`config.mk`:
```
export PLATFORM = sky130hd
export DESIGN_NAME = gbf_load_sched_flat
export DESIGN_NICKNAME = d
export VERILOG_FILES = /design/src/rtl/gbf_load_sched_pkg.sv /design/src/rtl/gbf_load_sched_if.sv /design/src/rtl/gbf_seg_cnt.sv /design/src/rtl/gbf_load_sched.sv /design/src/flat_wrapper.sv
export SDC_FILE = /design/constraint.sdc
export NUM_CORES = 1
export LEC_CHECK = 0
export ABC_AREA = 0
export CAP_MARGIN = 5
export CORE_ASPECT_RATIO = 0.9
export CORE_UTILIZATION = 25
export CTS_CLUSTER_SIZE = 24
export DETAILED_ROUTE_END_ITERATION = 7
export GPL_ROUTABILITY_DRIVEN = 0
export PLACE_DENSITY = 0.44
export SLEW_MARGIN = 0
export SYNTH_ARGS = -nofsm -noshare
export SYNTH_HDL_FRONTEND = slang
export SYNTH_SLANG_ARGS = --single-unit
```
`constraint.sdc`:
```
create_clock -name clk -period 2.5 [get_ports clk]
set_input_delay 0.75 -clock clk [delete_from_list [all_inputs] [get_ports clk]]
set_output_delay 0.75 -clock clk [all_outputs]
set_load 0.005 [all_outputs]
```
`src/rtl/gbf_load_sched_pkg.sv`:
```
// gbf_load_sched_pkg: FSM encoding, default global-buffer widths and the segment length clamp
package gbf_load_sched_pkg;
    localparam int GBF_WEI_AW  = 10;
    localparam int GBF_WEI_DW  = 64;
    localparam int GBF_FWEI_DW = 32;
    localparam int GBF_ACT_AW  = 12;
    localparam int GBF_ACT_DW  = 8;
    localparam int GBF_FACT_DW = 32;
    localparam int GBF_IN_DW   = 64;

    localparam logic [2:0] S_IDLE = 3'd0;
    localparam logic [2:0] S_WEI  = 3'd1;
    localparam logic [2:0] S_FWEI = 3'd2;
    localparam logic [2:0] S_ACT  = 3'd3;
    localparam logic [2:0] S_FACT = 3'd4;
    localparam logic [2:0] S_DONE = 3'd5;

    typedef enum logic [2:0] {
        IDLE = S_IDLE,
        WEI  = S_WEI,
        FWEI = S_FWEI,
        ACT  = S_ACT,
        FACT = S_FACT,
        DONE = S_DONE
    } state_t;

    function automatic logic [31:0] clamp_len(input logic [31:0] len, input int aw);
        return (len > (32'd1 << aw)) ? (32'd1 << aw) : len;
    endfunction
endpackage

```
`src/rtl/gbf_load_sched_if.sv`:
```
// gbf_load_sched_if: host word stream, load descriptor and the four buffer write ports
interface gbf_load_sched_if
    import gbf_load_sched_pkg::*;
#(
    parameter int WEI_AW  = GBF_WEI_AW,
    parameter int WEI_DW  = GBF_WEI_DW,
    parameter int FWEI_DW = GBF_FWEI_DW,
    parameter int ACT_AW  = GBF_ACT_AW,
    parameter int ACT_DW  = GBF_ACT_DW,
    parameter int FACT_DW = GBF_FACT_DW,
    parameter int IN_DW   = GBF_IN_DW
);
    logic                start;
    logic [WEI_AW:0]     cfg_len_wei, cfg_len_fwei;
    logic [ACT_AW:0]     cfg_len_act, cfg_len_fact;
    logic [WEI_AW-1:0]   cfg_base_wei, cfg_base_fwei;
    logic [ACT_AW-1:0]   cfg_base_act, cfg_base_fact;
    logic                in_valid, in_ready;
    logic [IN_DW-1:0]    in_data;
    logic                wei_en, fwei_en, act_en, fact_en;
    logic                wei_val, fwei_val, act_val, fact_val;
    logic [WEI_AW-1:0]   wei_addr, fwei_addr;
    logic [ACT_AW-1:0]   act_addr, fact_addr;
    logic [WEI_DW-1:0]   wei_dat;
    logic [FWEI_DW-1:0]  fwei_dat;
    logic [ACT_DW-1:0]   act_dat;
    logic [FACT_DW-1:0]  fact_dat;
    logic                busy, done;

    modport master (
        output start, cfg_len_wei, cfg_len_fwei, cfg_len_act, cfg_len_fact,
               cfg_base_wei, cfg_base_fwei, cfg_base_act, cfg_base_fact, in_valid, in_data,
        input  in_ready, wei_en, fwei_en, act_en, fact_en, wei_val, fwei_val, act_val, fact_val,
               wei_addr, fwei_addr, act_addr, fact_addr, wei_dat, fwei_dat, act_dat, fact_dat,
               busy, done
    );
    modport slave (
        input  start, cfg_len_wei, cfg_len_fwei, cfg_len_act, cfg_len_fact,
               cfg_base_wei, cfg_base_fwei, cfg_base_act, cfg_base_fact, in_valid, in_data,
        output in_ready, wei_en, fwei_en, act_en, fact_en, wei_val, fwei_val, act_val, fact_val,
               wei_addr, fwei_addr, act_addr, fact_addr, wei_dat, fwei_dat, act_dat, fact_dat,
               busy, done
    );
endinterface

```
`src/rtl/gbf_seg_cnt.sv`:
```
// gbf_seg_cnt: segment length down-counter with a wrapping write-address register
module gbf_seg_cnt #(
    parameter int AW = 12
) (
    input  logic          clk,
    input  logic          rst_n,
    input  logic          load,
    input  logic          step,
    input  logic [AW:0]   len,
    input  logic [AW-1:0] base,
    output logic [AW-1:0] addr,
    output logic          zero,
    output logic          last
);
    logic [AW:0] cnt;

    always_ff @(posedge clk or negedge rst_n) begin
        if (!rst_n) begin
            cnt  <= '0;
            addr <= '0;
        end else if (load) begin
            cnt  <= len;
            addr <= base;
        end else if (step) begin
            cnt  <= cnt - 1'b1;
            addr <= addr + 1'b1;
        end
    end

    assign zero = cnt == '0;
    assign last = cnt == (AW+1)'(1);
endmodule

```
`src/rtl/gbf_load_sched.sv`:
```
// gbf_load_sched: steers a host word stream into the four input global-buffer write ports
module gbf_load_sched
    import gbf_load_sched_pkg::*;
#(
    parameter int WEI_AW  = GBF_WEI_AW,
    parameter int WEI_DW  = GBF_WEI_DW,
    parameter int FWEI_DW = GBF_FWEI_DW,
    parameter int ACT_AW  = GBF_ACT_AW,
    parameter int ACT_DW  = GBF_ACT_DW,
    parameter int FACT_DW = GBF_FACT_DW
) (
    input logic             clk,
    input logic             rst_n,
    gbf_load_sched_if.slave bus
);
    localparam int CAW = (WEI_AW > ACT_AW) ? WEI_AW : ACT_AW;

    state_t         state;
    logic [CAW:0]   len_fwei, len_act, len_fact, seg_len;
    logic [CAW-1:0] base_fwei, base_act, base_fact, seg_base, addr;
    logic           seg, beat, zero, last, load;

    assign seg          = state inside {WEI, FWEI, ACT, FACT};
    assign bus.in_ready = seg && !zero;
    assign bus.busy     = state != IDLE;
    assign beat         = bus.in_valid && bus.in_ready;
    // The counter is reloaded at start and whenever an exhausted segment hands over
    assign load         = (state == IDLE) ? bus.start : seg && zero;
    assign seg_len  = state == IDLE ? (CAW+1)'(clamp_len(32'(bus.cfg_len_wei), WEI_AW)) :
                      state == WEI  ? len_fwei : state == FWEI ? len_act :
                      state == ACT  ? len_fact : '0;
    assign seg_base = state == IDLE ? CAW'(bus.cfg_base_wei) :
                      state == WEI  ? base_fwei : state == FWEI ? base_act :
                      state == ACT  ? base_fact : '0;

    gbf_seg_cnt #(.AW(CAW)) u_cnt (
        .clk(clk), .rst_n(rst_n), .load(load), .step(beat), .len(seg_len), .base(seg_base),
        .addr(addr), .zero(zero), .last(last)
    );

    always_ff @(posedge clk or negedge rst_n) begin
        if (!rst_n) begin
            state <= IDLE;
            {len_fwei, len_act, len_fact}    <= '0;
            {base_fwei, base_act, base_fact} <= '0;
            {bus.wei_en, bus.fwei_en, bus.act_en, bus.fact_en}     <= '0;
            {bus.wei_val, bus.fwei_val, bus.act_val, bus.fact_val} <= '0;
            {bus.wei_addr, bus.fwei_addr, bus.act_addr, bus.fact_addr} <= '0;
            {bus.wei_dat, bus.fwei_dat, bus.act_dat, bus.fact_dat}     <= '0;
            bus.done <= 1'b0;
        end else begin
            bus.wei_en  <= beat && state == WEI;
            bus.fwei_en <= beat && state == FWEI;
            bus.act_en  <= beat && state == ACT;
            bus.fact_en <= beat && state == FACT;
            bus.done    <= state == FACT && zero;
            if (beat && state == WEI) begin
                bus.wei_addr <= addr[WEI_AW-1:0];
                bus.wei_dat  <= bus.in_data[WEI_DW-1:0];
                if (last) bus.wei_val <= 1'b1;
            end
            if (beat && state == FWEI) begin
                bus.fwei_addr <= addr[WEI_AW-1:0];
                bus.fwei_dat  <= bus.in_data[FWEI_DW-1:0];
                if (last) bus.fwei_val <= 1'b1;
            end
            if (beat && state == ACT) begin
                bus.act_addr <= addr[ACT_AW-1:0];
                bus.act_dat  <= bus.in_data[ACT_DW-1:0];
                if (last) bus.act_val <= 1'b1;
            end
            if (beat && state == FACT) begin
                bus.fact_addr <= addr[ACT_AW-1:0];
                bus.fact_dat  <= bus.in_data[FACT_DW-1:0];
                if (last) bus.fact_val <= 1'b1;
            end
            // An empty segment marks its buffer valid as soon as it is entered
            case (state)
                IDLE: if (bus.start) begin
                    state     <= WEI;
                    len_fwei  <= (CAW+1)'(clamp_len(32'(bus.cfg_len_fwei), WEI_AW));
                    len_act   <= (CAW+1)'(clamp_len(32'(bus.cfg_len_act), ACT_AW));
                    len_fact  <= (CAW+1)'(clamp_len(32'(bus.cfg_len_fact), ACT_AW));
                    base_fwei <= CAW'(bus.cfg_base_fwei);
                    base_act  <= CAW'(bus.cfg_base_act);
                    base_fact <= CAW'(bus.cfg_base_fact);
                    {bus.fact_val, bus.act_val, bus.fwei_val} <= '0;
                    bus.wei_val <= seg_len == '0;
                end
                WEI:  if (zero) begin
                    state        <= FWEI;
                    bus.fwei_val <= len_fwei == '0;
                end
                FWEI: if (zero) begin
                    state       <= ACT;
                    bus.act_val <= len_act == '0;
                end
                ACT:  if (zero) begin
                    state        <= FACT;
                    bus.fact_val <= len_fact == '0;
                end
                FACT: if (zero) state <= DONE;
                default: state <= IDLE;
            endcase
        end
    end
endmodule

```
`src/flat_wrapper.sv`:
```
// flat-port wrapper written by rule: the top's interface ports become plain ports
module gbf_load_sched_flat import gbf_load_sched_pkg::*;
#(
    parameter int WEI_AW  = GBF_WEI_AW,
    parameter int WEI_DW  = GBF_WEI_DW,
    parameter int FWEI_DW = GBF_FWEI_DW,
    parameter int ACT_AW  = GBF_ACT_AW,
    parameter int ACT_DW  = GBF_ACT_DW,
    parameter int FACT_DW = GBF_FACT_DW
)
  (clk, rst_n, bus_start, bus_cfg_len_wei, bus_cfg_len_fwei, bus_cfg_len_act, bus_cfg_len_fact, bus_cfg_base_wei, bus_cfg_base_fwei, bus_cfg_base_act, bus_cfg_base_fact, bus_in_valid, bus_in_data, bus_in_ready, bus_wei_en, bus_fwei_en, bus_act_en, bus_fact_en, bus_wei_val, bus_fwei_val, bus_act_val, bus_fact_val, bus_wei_addr, bus_fwei_addr, bus_act_addr, bus_fact_addr, bus_wei_dat, bus_fwei_dat, bus_act_dat, bus_fact_dat, bus_busy, bus_done);
  gbf_load_sched_if #(.WEI_AW(WEI_AW), .WEI_DW(WEI_DW), .FWEI_DW(FWEI_DW), .ACT_AW(ACT_AW), .ACT_DW(ACT_DW), .FACT_DW(FACT_DW)) bus_i ();
  input logic clk;
  input logic rst_n;
  input wire logic [$bits(bus_i.start)-1:0] bus_start;
  input wire logic [$bits(bus_i.cfg_len_wei)-1:0] bus_cfg_len_wei;
  input wire logic [$bits(bus_i.cfg_len_fwei)-1:0] bus_cfg_len_fwei;
  input wire logic [$bits(bus_i.cfg_len_act)-1:0] bus_cfg_len_act;
  input wire logic [$bits(bus_i.cfg_len_fact)-1:0] bus_cfg_len_fact;
  input wire logic [$bits(bus_i.cfg_base_wei)-1:0] bus_cfg_base_wei;
  input wire logic [$bits(bus_i.cfg_base_fwei)-1:0] bus_cfg_base_fwei;
  input wire logic [$bits(bus_i.cfg_base_act)-1:0] bus_cfg_base_act;
  input wire logic [$bits(bus_i.cfg_base_fact)-1:0] bus_cfg_base_fact;
  input wire logic [$bits(bus_i.in_valid)-1:0] bus_in_valid;
  input wire logic [$bits(bus_i.in_data)-1:0] bus_in_data;
  output wire logic [$bits(bus_i.in_ready)-1:0] bus_in_ready;
  output wire logic [$bits(bus_i.wei_en)-1:0] bus_wei_en;
  output wire logic [$bits(bus_i.fwei_en)-1:0] bus_fwei_en;
  output wire logic [$bits(bus_i.act_en)-1:0] bus_act_en;
  output wire logic [$bits(bus_i.fact_en)-1:0] bus_fact_en;
  output wire logic [$bits(bus_i.wei_val)-1:0] bus_wei_val;
  output wire logic [$bits(bus_i.fwei_val)-1:0] bus_fwei_val;
  output wire logic [$bits(bus_i.act_val)-1:0] bus_act_val;
  output wire logic [$bits(bus_i.fact_val)-1:0] bus_fact_val;
  output wire logic [$bits(bus_i.wei_addr)-1:0] bus_wei_addr;
  output wire logic [$bits(bus_i.fwei_addr)-1:0] bus_fwei_addr;
  output wire logic [$bits(bus_i.act_addr)-1:0] bus_act_addr;
  output wire logic [$bits(bus_i.fact_addr)-1:0] bus_fact_addr;
  output wire logic [$bits(bus_i.wei_dat)-1:0] bus_wei_dat;
  output wire logic [$bits(bus_i.fwei_dat)-1:0] bus_fwei_dat;
  output wire logic [$bits(bus_i.act_dat)-1:0] bus_act_dat;
  output wire logic [$bits(bus_i.fact_dat)-1:0] bus_fact_dat;
  output wire logic [$bits(bus_i.busy)-1:0] bus_busy;
  output wire logic [$bits(bus_i.done)-1:0] bus_done;
  assign bus_i.start = bus_start;
  assign bus_i.cfg_len_wei = bus_cfg_len_wei;
  assign bus_i.cfg_len_fwei = bus_cfg_len_fwei;
  assign bus_i.cfg_len_act = bus_cfg_len_act;
  assign bus_i.cfg_len_fact = bus_cfg_len_fact;
  assign bus_i.cfg_base_wei = bus_cfg_base_wei;
  assign bus_i.cfg_base_fwei = bus_cfg_base_fwei;
  assign bus_i.cfg_base_act = bus_cfg_base_act;
  assign bus_i.cfg_base_fact = bus_cfg_base_fact;
  assign bus_i.in_valid = bus_in_valid;
  assign bus_i.in_data = bus_in_data;
  assign bus_in_ready = bus_i.in_ready;
  assign bus_wei_en = bus_i.wei_en;
  assign bus_fwei_en = bus_i.fwei_en;
  assign bus_act_en = bus_i.act_en;
  assign bus_fact_en = bus_i.fact_en;
  assign bus_wei_val = bus_i.wei_val;
  assign bus_fwei_val = bus_i.fwei_val;
  assign bus_act_val = bus_i.act_val;
  assign bus_fact_val = bus_i.fact_val;
  assign bus_wei_addr = bus_i.wei_addr;
  assign bus_fwei_addr = bus_i.fwei_addr;
  assign bus_act_addr = bus_i.act_addr;
  assign bus_fact_addr = bus_i.fact_addr;
  assign bus_wei_dat = bus_i.wei_dat;
  assign bus_fwei_dat = bus_i.fwei_dat;
  assign bus_act_dat = bus_i.act_dat;
  assign bus_fact_dat = bus_i.fact_dat;
  assign bus_busy = bus_i.busy;
  assign bus_done = bus_i.done;
  gbf_load_sched #(.WEI_AW(WEI_AW), .WEI_DW(WEI_DW), .FWEI_DW(FWEI_DW), .ACT_AW(ACT_AW), .ACT_DW(ACT_DW), .FACT_DW(FACT_DW)) u_core (.clk(clk), .rst_n(rst_n), .bus(bus_i));
endmodule
```
# [Word level (Yosys, flattened, before mapping)]
# Index checks and enable logic that the tools add are counted.
[op_classes] add_sub_neg=2 mux=42 reduce_logical=20 n_eq_ne=10 magnitude_cmp=4
[ops] op="$mux W13" n=8
[ops] op="$mux W12" n=6
[ops] op="$logic_not A13 Y1" n=5
[ops] op="$gt A13 B13 Y1 const B" n=2
[ops] op="$gt A11 B11 Y1 const B" n=2
[ops] op="$mux W11" n=2
[ops] op="$mux W1" n=17
[ops] op="$mux W3" n=5
[ops] op="$pmux W3 S5" n=1
[ops] op="$eq A13 B1 Y1 const B" n=1
[ops] op="$sub A13 B1 Y13 const B" n=1
[ops] op="$add A12 B1 Y12 const B" n=1
[ops] op="$logic_and A1 B1 Y1" n=8
[ops] op="$ne A2 B1 Y1 const B" n=4
[ops] op="$eq A3 B2 Y1 const B" n=2
[ops] op="$pmux W1 S2" n=3
[ops] op="$reduce_and A5 Y1" n=1
[ops] op="$reduce_bool A4 Y1" n=1
[ops] op="$eq A3 B1 Y1 const B" n=1
[ops] op="$eq A3 B3 Y1 const B" n=1
[ops] op="$logic_not A3 Y1" n=1
[ops] op="$reduce_bool A3 Y1" n=1
[ops] op="$ne A2 B2 Y1 const B" n=1
[ops] op="$reduce_and A2 Y1" n=1
[ops] op="2 further kinds" n=2
[totals] inputBits=160 elab_cells=104 output_inout_bits=191 register_bits=290

# [Longest topological paths before layout]
# Gate-level depths: netlist of run 1.
[depth] ltp_word=8 depth_mapped=9 ltp_nobuf=7

# [Cells and area by module]
# A second synthesis of run 1 with hierarchy kept.
[unflattened] hier_cells=1019 hier_area_um2=12299.3
[by_module_without_submodules] module="gbf_load_sched" cells_per_inst=869 seq_area_each_um2=6581.3 area_per_inst_um2=10909.2 instances=1
[by_module_without_submodules] module="gbf_seg_cnt" cells_per_inst=150 seq_area_each_um2=625.6 area_per_inst_um2=1390.1 instances=1

# [Worst setup path after synthesis of run 1]
# Ideal clock, no wire load.
[synth_timing] path_type="register to output" start="register u_core.u_cnt.cnt[0]" end="output bus_in_ready" t_required_ns=1.750 arrival_time_ns=1.580 path_stages_with_launch=8 n_path_buf=2 slack_ns=0.170 path_cell_list="dfrtp_1 -> inv_1 -> ha_1 -> nor3b_2 -> and4b_4 -> buf_6 -> buf_4 -> nor2_1"
[synth_via] elab_chain_len=3
[synth_rtl] item="from (decl)" line="gbf_seg_cnt.sv:15" source="logic [AW:0] cnt;"
[synth_rtl] item="from (signal assigned)" line="gbf_seg_cnt.sv:22" source="cnt <= len;"
[synth_rtl] item="from (signal assigned)" line="gbf_seg_cnt.sv:25" source="cnt <= cnt - 1'b1;"
[synth_rtl] item="$logic_not A13 Y1" line="gbf_seg_cnt.sv:30" source="assign zero = cnt == '0;"
[synth_rtl] item="$logic_not A1 Y1" line="gbf_load_sched.sv:24" source="assign bus.in_ready = seg && !zero;"
[synth_rtl] item="$logic_and A1 B1 Y1" line="gbf_load_sched.sv:24"
[synth_rtl] item="to (decl)" line="flat_wrapper.sv:26" source="output wire logic [$bits(bus_i.in_ready)-1:0] bus_in_ready;"
# No other way between the ends.

# [Worst setup path after layout of run 1]
[layout_timing] start="register u_core.u_cnt.cnt[1]" end="output bus_in_ready"
# The elaborated chain is that of the path after synthesis.

==> flow_summary.yaml, run 1 <==
global_routing:
  grt_pass1_vias: 9316
  grt_use_total_pct: 15.3
  antenna_found_initial: 2
  grt-ovfl-total: 0
  grt_pass1_wl_um: 60000
  grt_max_degree: 69
floorplanning:
  num_rows: 77
  dieArea_um2: 51500
  start_util_pct: 25.5
  ioPinCount: 351
  fp.dieW_um: 239
  coreArea_um2: 49500
  die_h_um: 215
sta:
  max-slew-margin-rel_pct: 63.6
  hold_slack_ps: 135
  setup_viol_count_final: 1
  finalHoldViolCount: 0
  finalWorstSetupSlack_ps: -45.6
  finClkSkew_ps: 15.1
  slew_viol_final: 0
  rsz0062_at_grt: "true"
  tightest_slew_ps: 540
  period_minus_slack_ps: 2550
  clock.fmax_mhz: 393
  finalCritPeriodShare_pct: 102
worst_setup_path:
  r2r-start: "u_core.u_cnt.cnt[1]"
  worst_ep_arrival_time_ps: 1800
  path_cells: "inv_2 > ha_4 > nor3b_4 > and4b_4 > nor2_4 > buf_6"
  cp_num_buf_inv: 2
  critPathLaunchType: "flop"
  end_kind: "primary output"
  path_max_fanout: 2
  slowest_stage: "dfrtp_1"
  endpoint: "bus_in_ready"
  crit_cells: 6
  startpoint: "u_core.u_cnt.cnt[1]"
  cpPeakStageDelay_ps: 380
  r2r_setup_slack_ps: 120
  reg2reg_depth: 9
  critical_path.top_delay_family: "simple AND/OR/NAND/NOR gates"
  crit_type: "reg2out"
  reg2reg_to: "u_core.bus.wei_dat[36]"
  worstPathRequired_ps: 1750
route:
  first_pass_iters: 4
  ant_nets: 0
  wl_per_cell_um: 19.6
  viasPerCell: 4.47
  dr.first_iter.drc_count: 375
  wirelength_um: 39300
  vias: 8937
  drcViolationCount: 0
clock_network:
  h-tree-depth: 2
  ctsLongestPathBuffers: 3
  cts_tree: "built"
  cts-buffers-inserted: 37
  clk_pin_slew_worst_paths_ps: 60
  ctsHoldBuffers: 0
  clock_latency_ps: 540
  cts-root-buf: "clkbuf_16"
  cts.sinks: 288
status:
  run_status: "finished, violations left"
  failed_checks: "setup timing"
synth:
  netlist_area_um2: 12600
  synth.distinct_cells: 69
  synthTopCellsByArea: "dfrtp_1, mux2_2, mux2_4"
  avgSynthCellArea_um2: 14.0
  syn_inst: 903
  yosysTopAreaCell: "dfrtp_1"
  netlist.area_leader.share_pct: 57.0
  yosysMostFrequentCell: "dfrtp_1"
  ys_ff_latch: 288
  yosysSeqAreaShare_pct: 57.0
  synth_ff_type: "dfrtp_1"
  synth_nets: 1066
  synth_edf_count: 0
  synthArstFlopShare_pct: 100
  synthTopCellsByCount: "dfrtp_1, mux2_2, mux2_4"
  synth_warnings: 0
pwr:
  p_leak_uw: 0.00816
  vdd_drop_max_uv: 386
  powerDensity_nw_per_um2: 1010
final_layout:
  fin_util_pct: 37.4
  syn_to_final_growth_pct: 46.3
  fin_area_um2: 18500
  drive_gt1_share_pct: 27.5
  instances_no_fill: 2000
  final_nets: 1469
placed_design:
  post-dp-hpwl_um: 28600
  placed_area_um2: 17200
  place_inst: 1932
  io_buffers: 350
  place_ws_ps: -69.6
worst_hold_path:
  min_path_type: "in2async"
flow_run:
  max_cap_viol_count: 0
## kinds of logic (layout without fill, tap and decap cells)
| group | count (synthesis) | count (layout) | synth area share (%) |
|---|---|---|---|
| xor+xnor | 8 | 8 | 0.554 |
| other cells | 0 | 1 | 0 |
| buf+inv | 61 | 486 | 3.20 |
| simple gates | 169 | 169 | 7.71 |
| fa+ha+maj | 3 | 3 | 0.297 |
| compound gates | 130 | 130 | 7.39 |
| flops | 288 | 288 | 57.0 |
| mux | 244 | 244 | 23.9 |
## layer usage
metal	GRT usage [%]	up-vias	part of all wire, %
met5	0	-	0.033
met4	5.00	2	2.3
met3	3.97	62	6.7
met2	23.2	251	44
met1	21.0	4472	47
li1	-	4150	-
## cell type report
| class | instances | area, µm² |
|---|---|---|
| multi-input cells | 554 | 5080 |
| fillers | 4907 | 31000 |
| flip-flops and latches | 288 | 7210 |
| repair buffers | 419 | 4140 |
| clock buffers | 51 | 1040 |
| well taps | 671 | 840 |
| clock inverters | 10 | 160 |
| inverters | 6 | 25.0 |
| diodes | 1 | 2.50 |
## worst reg2reg max path, cell delays in order (launching register included)
cell     delay (ps)
dfrtp_1         380
inv_2            80
ha_4            140
nor3b_4         210
and4b_4         300
buf_4           310
nor2_4           90
nand2_4         110
buf_12          270
mux2_4          390
## through the flow
step | setup TNS (ps) | power, µW
final | -45.6 | 18700
after global routing | -135 | 19700
after CTS | -99.0 | 19000
after detailed placement | -3640 | 13400
after floorplan | 0 | 9820
after global placement | -2620 | 13300
## worst min-delay path by stage
| stage | to |
|---|---|
| global placement | u_core.bus.fwei_dat[13] |
| floorplan | u_core.base_act[0] |
| finish | u_core.base_act[5] |
| detailed placement | u_core.bus.fwei_dat[13] |
| global route | u_core.base_act[5] |
| CTS | u_core.base_act[5] |
## cell usage in the layout (no fill, tap or decap), types with 4 or more instances in the layout
master           count
clkbuf_1             8
xnor2_1              5
a21oi_1             24
and3_1               4
nor2_1              16
mux2_2             145
clkbuf_16           37
a22o_1              28
nand2_1             45
a211oi_1             8
dfrtp_1            286
clkbuf_8             6
mux2_4              59
buf_4               60
mux4_2               6
nor3_1               9
o211ai_1            11
nand3_1             20
mux2i_1             14
or4_1                4
clkdlybuf4s50_1    347
mux2_1              20
nand4_1              5
buf_12               9
nand2b_1            11
a22oi_1              5
bufinv_16            4
o21ai_0             25
nor4_1              20
or3b_2               4
nor3_4               4
## repair_timing
action                     CTS  global route
gates cloned                 0             0
setup endpoints to repair    2             1
buffers inserted             5             1
gates resized for setup     13             3
pin swaps                    1             2
## report_power, final
group          switching (µW)  internal [µW]
Clock                    2060           3300
Combinational            2150           3870
Sequential               1110           6190
Total                    5310          13400
## registers in the layout (all words and copies together) (netlist names), 3 cells and up
signal	count
u_core.bus.fact_dat	32
u_core.bus.wei_dat	64
u_core.state	3
u_core.bus.fact_addr	12
u_core.u_cnt.cnt	13
u_core.bus.act_addr	12
u_core.len_fact	13
u_core.u_cnt.addr	12
u_core.bus.fwei_addr	10
u_core.bus.act_dat	8
u_core.bus.fwei_dat	32
u_core.base_act	12
u_core.len_fwei	11
u_core.base_fwei	10
u_core.len_act	13
u_core.bus.wei_addr	10
u_core.base_fact	12
Power figures use the tool's default switching activity.
==> inputs of run 2 (changes only) <==
- CELL_PAD_IN_SITES_DETAIL_PLACEMENT: default -> 1
- CELL_PAD_IN_SITES_GLOBAL_PLACEMENT: default -> 1
- PLACE_DENSITY: 0.44 -> default
- PLACE_DENSITY_LB_ADDON: default -> 0.1
==> run 2 against run 1 <==
The run still ends with setup timing left. Worst setup slack improved by 7.2 ps. Routed wire length increased by 5.0%. Via count increased by 1.2%. Critical endpoint unchanged. Critical path type unchanged.
==> flow_summary.yaml, run 2 (same netlist as run 1, synthesis figures left out) <==
status:
  run_status: "finished, violations left"
  failed_checks: "setup timing"
sta:
  max-slew-margin-rel_pct: 63.8
  finalCritPeriodShare_pct: 102
  slew_viol_final: 0
  rsz0062_at_grt: "true"
  period_minus_slack_ps: 2540
  finalWorstSetupSlack_ps: -38.5
  finalHoldViolCount: 0
  finClkSkew_ps: 12.5
  setup_viol_count_final: 1
  tightest_slew_ps: 537
  clock.fmax_mhz: 394
worst_setup_path:
  critPathLaunchType: "flop"
  worstPathRequired_ps: 1750
  slowest_stage: "dfrtp_1"
  crit_type: "reg2out"
  end_kind: "primary output"
  cpPeakStageDelay_ps: 390
  path_max_fanout: 2
  worst_ep_arrival_time_ps: 1790
  path_cells: "inv_2 > ha_4 > nor3b_4 > and4b_4 > nor2_4 > buf_6"
global_routing:
  antenna_found_initial: 2
  grt_use_total_pct: 16.3
  grt_pass1_wl_um: 63500
  grt-ovfl-total: 0
  grt_max_degree: 70
  grt_pass1_vias: 9623
final_layout:
  fin_area_um2: 18600
  largest_register: "u_core.bus.wei_dat"
  layout_common_cells: "clkdlybuf4s50_1, dfrtp_1, mux2_2, mux2_4, buf_4"
  seq_area_um2: 7210
  syn_to_final_growth_pct: 46.7
  largest_reg_flops: 64
  fillCellCount: 5235
  drive_gt1_share_pct: 27.5
  multi_input_area_um2: 5080
  top_regs: "u_core.bus.wei_dat: 64 flops, u_core.bus.fact_dat: 32 flops, u_core.bus.fwei_dat: 32 flops"
  final_nets: 1469
  layout_commonest_cell: "clkdlybuf4s50_1"
route:
  wl_per_cell_um: 20.6
  ant_nets: 0
  vias: 9048
  wirelength_um: 41200
  dr.first_iter.drc_count: 303
  viasPerCell: 4.52
  first_pass_iters: 4
  drcViolationCount: 0
floorplanning:
  num_rows: 77
  ioPinCount: 351
  dieArea_um2: 51500
  fp.dieW_um: 239
  die_h_um: 215
  coreArea_um2: 49500
  start_util_pct: 25.5
pwr:
  p_leak_uw: 0.00817
  finalPower_uw: 18700
  powerDensity_nw_per_um2: 1010
  vdd_drop_max_uv: 391
worst_hold_path:
  min_path_type: "in2async"
clock_network:
  cts-buffers-inserted: 37
  cts_tree: "built"
  ctsHoldBuffers: 0
  clk_pin_slew_worst_paths_ps: 60
  ctsLongestPathBuffers: 3
  cts.sinks: 288
  h-tree-depth: 2
  clock_latency_ps: 540
  cts-root-buf: "clkbuf_16"
placed_design:
  place_ws_ps: -136
  post-dp-hpwl_um: 30700
  placed_area_um2: 17300
  io_buffers: 350
flow_run:
  max_cap_viol_count: 0
run 2: cell types whose count changed in the layout (fill, tap and decap cells not counted), moves of 2 or more:
| cell | previous run | this run |
|---|---|---|
| clkbuf_1 | 8 | 11 |
| buf_4 | 60 | 55 |
| clkbuf_16 | 37 | 39 |
| buf_12 | 9 | 13 |
| bufinv_16 | 4 | 2 |
run 2: final timing paths:
| kind | start | to | slack, ps | cells after the start |
|---|---|---|---|---|
| max | u_core.u_cnt.cnt[1] | bus_in_ready | -40 | 6 |
| min | rst_n | u_core.bus.wei_dat[42] | 80 | 1 |
| max reg2reg | u_core.u_cnt.cnt[1] | u_core.bus.wei_dat[49] | 80 | 9 |
| min reg2reg | u_core.bus.act_addr[5] | u_core.bus.act_addr[5] | 480 | 1 |
| max in group asynchronous | rst_n | u_core.bus.fact_dat[1] | 1570 | 3 |
| min in group clk | u_core.bus.act_addr[5] | u_core.bus.act_addr[5] | 480 | 1 |
run 2: where the power goes:
part | leakage (µW) | internal (µW) | switching, µW
Combinational | 0.00385 | 3890 | 2190
Sequential | 0.00373 | 6190 | 1120
Clock | 0.000589 | 3260 | 2040
Total | 0.00817 | 13300 | 5350
run 2: layout make-up:
cell class | instances | share of cell area (%)
multi-input cells | 554 | 27.4
flip-flops and latches | 288 | 38.9
diodes | 1 | 0.0135
clock buffers | 57 | 6.00
well taps | 671 | 4.52
clock inverters | 7 | 0.492
repair buffers | 419 | 22.6
inverters | 6 | 0.121
run 2: through the flow:
| stage | hold WS, ps | instances | util (%) | setup TNS, ps |
|---|---|---|---|---|
| 5_1_grt | 65.2 | 2002 | 37.5 | -722 |
| 3_5_place_dp | 475 | 1931 | 34.9 | -10040 |
| 2_1_floorplan | 454 | 903 | - | 0 |
| 4_1_cts | 63.3 | 2001 | 37.5 | -99.7 |
| 6_report | 79.2 | 2003 | 37.5 | -38.5 |
| 3_3_place_gp | 470 | 1931 | 34.9 | -6910 |
run 2: timing repair:
action | CTS | global route
cloned | 0 | 0
pin swaps | 3 | 1
setup endpoints to repair | 2 | 37
resized for setup | 15 | 1
setup buffers | 6 | 1
run 2: routing by layer:
metal,up-vias,GRT usage [%],share of wire [%]
li1,4141,-,-
met1,4630,22.6,47
met2,223,25.0,45
met3,52,4.26,5.5
met4,2,4.17,2.1
met5,-,0,0.032
run 2: critical path: cells and delay by family, from the launching register on:
kind	cells	cell delay, ps
and+or+nand+nor	3	530
DFF	1	390
buffers and inverters	2	190
adders and majority gates	1	130
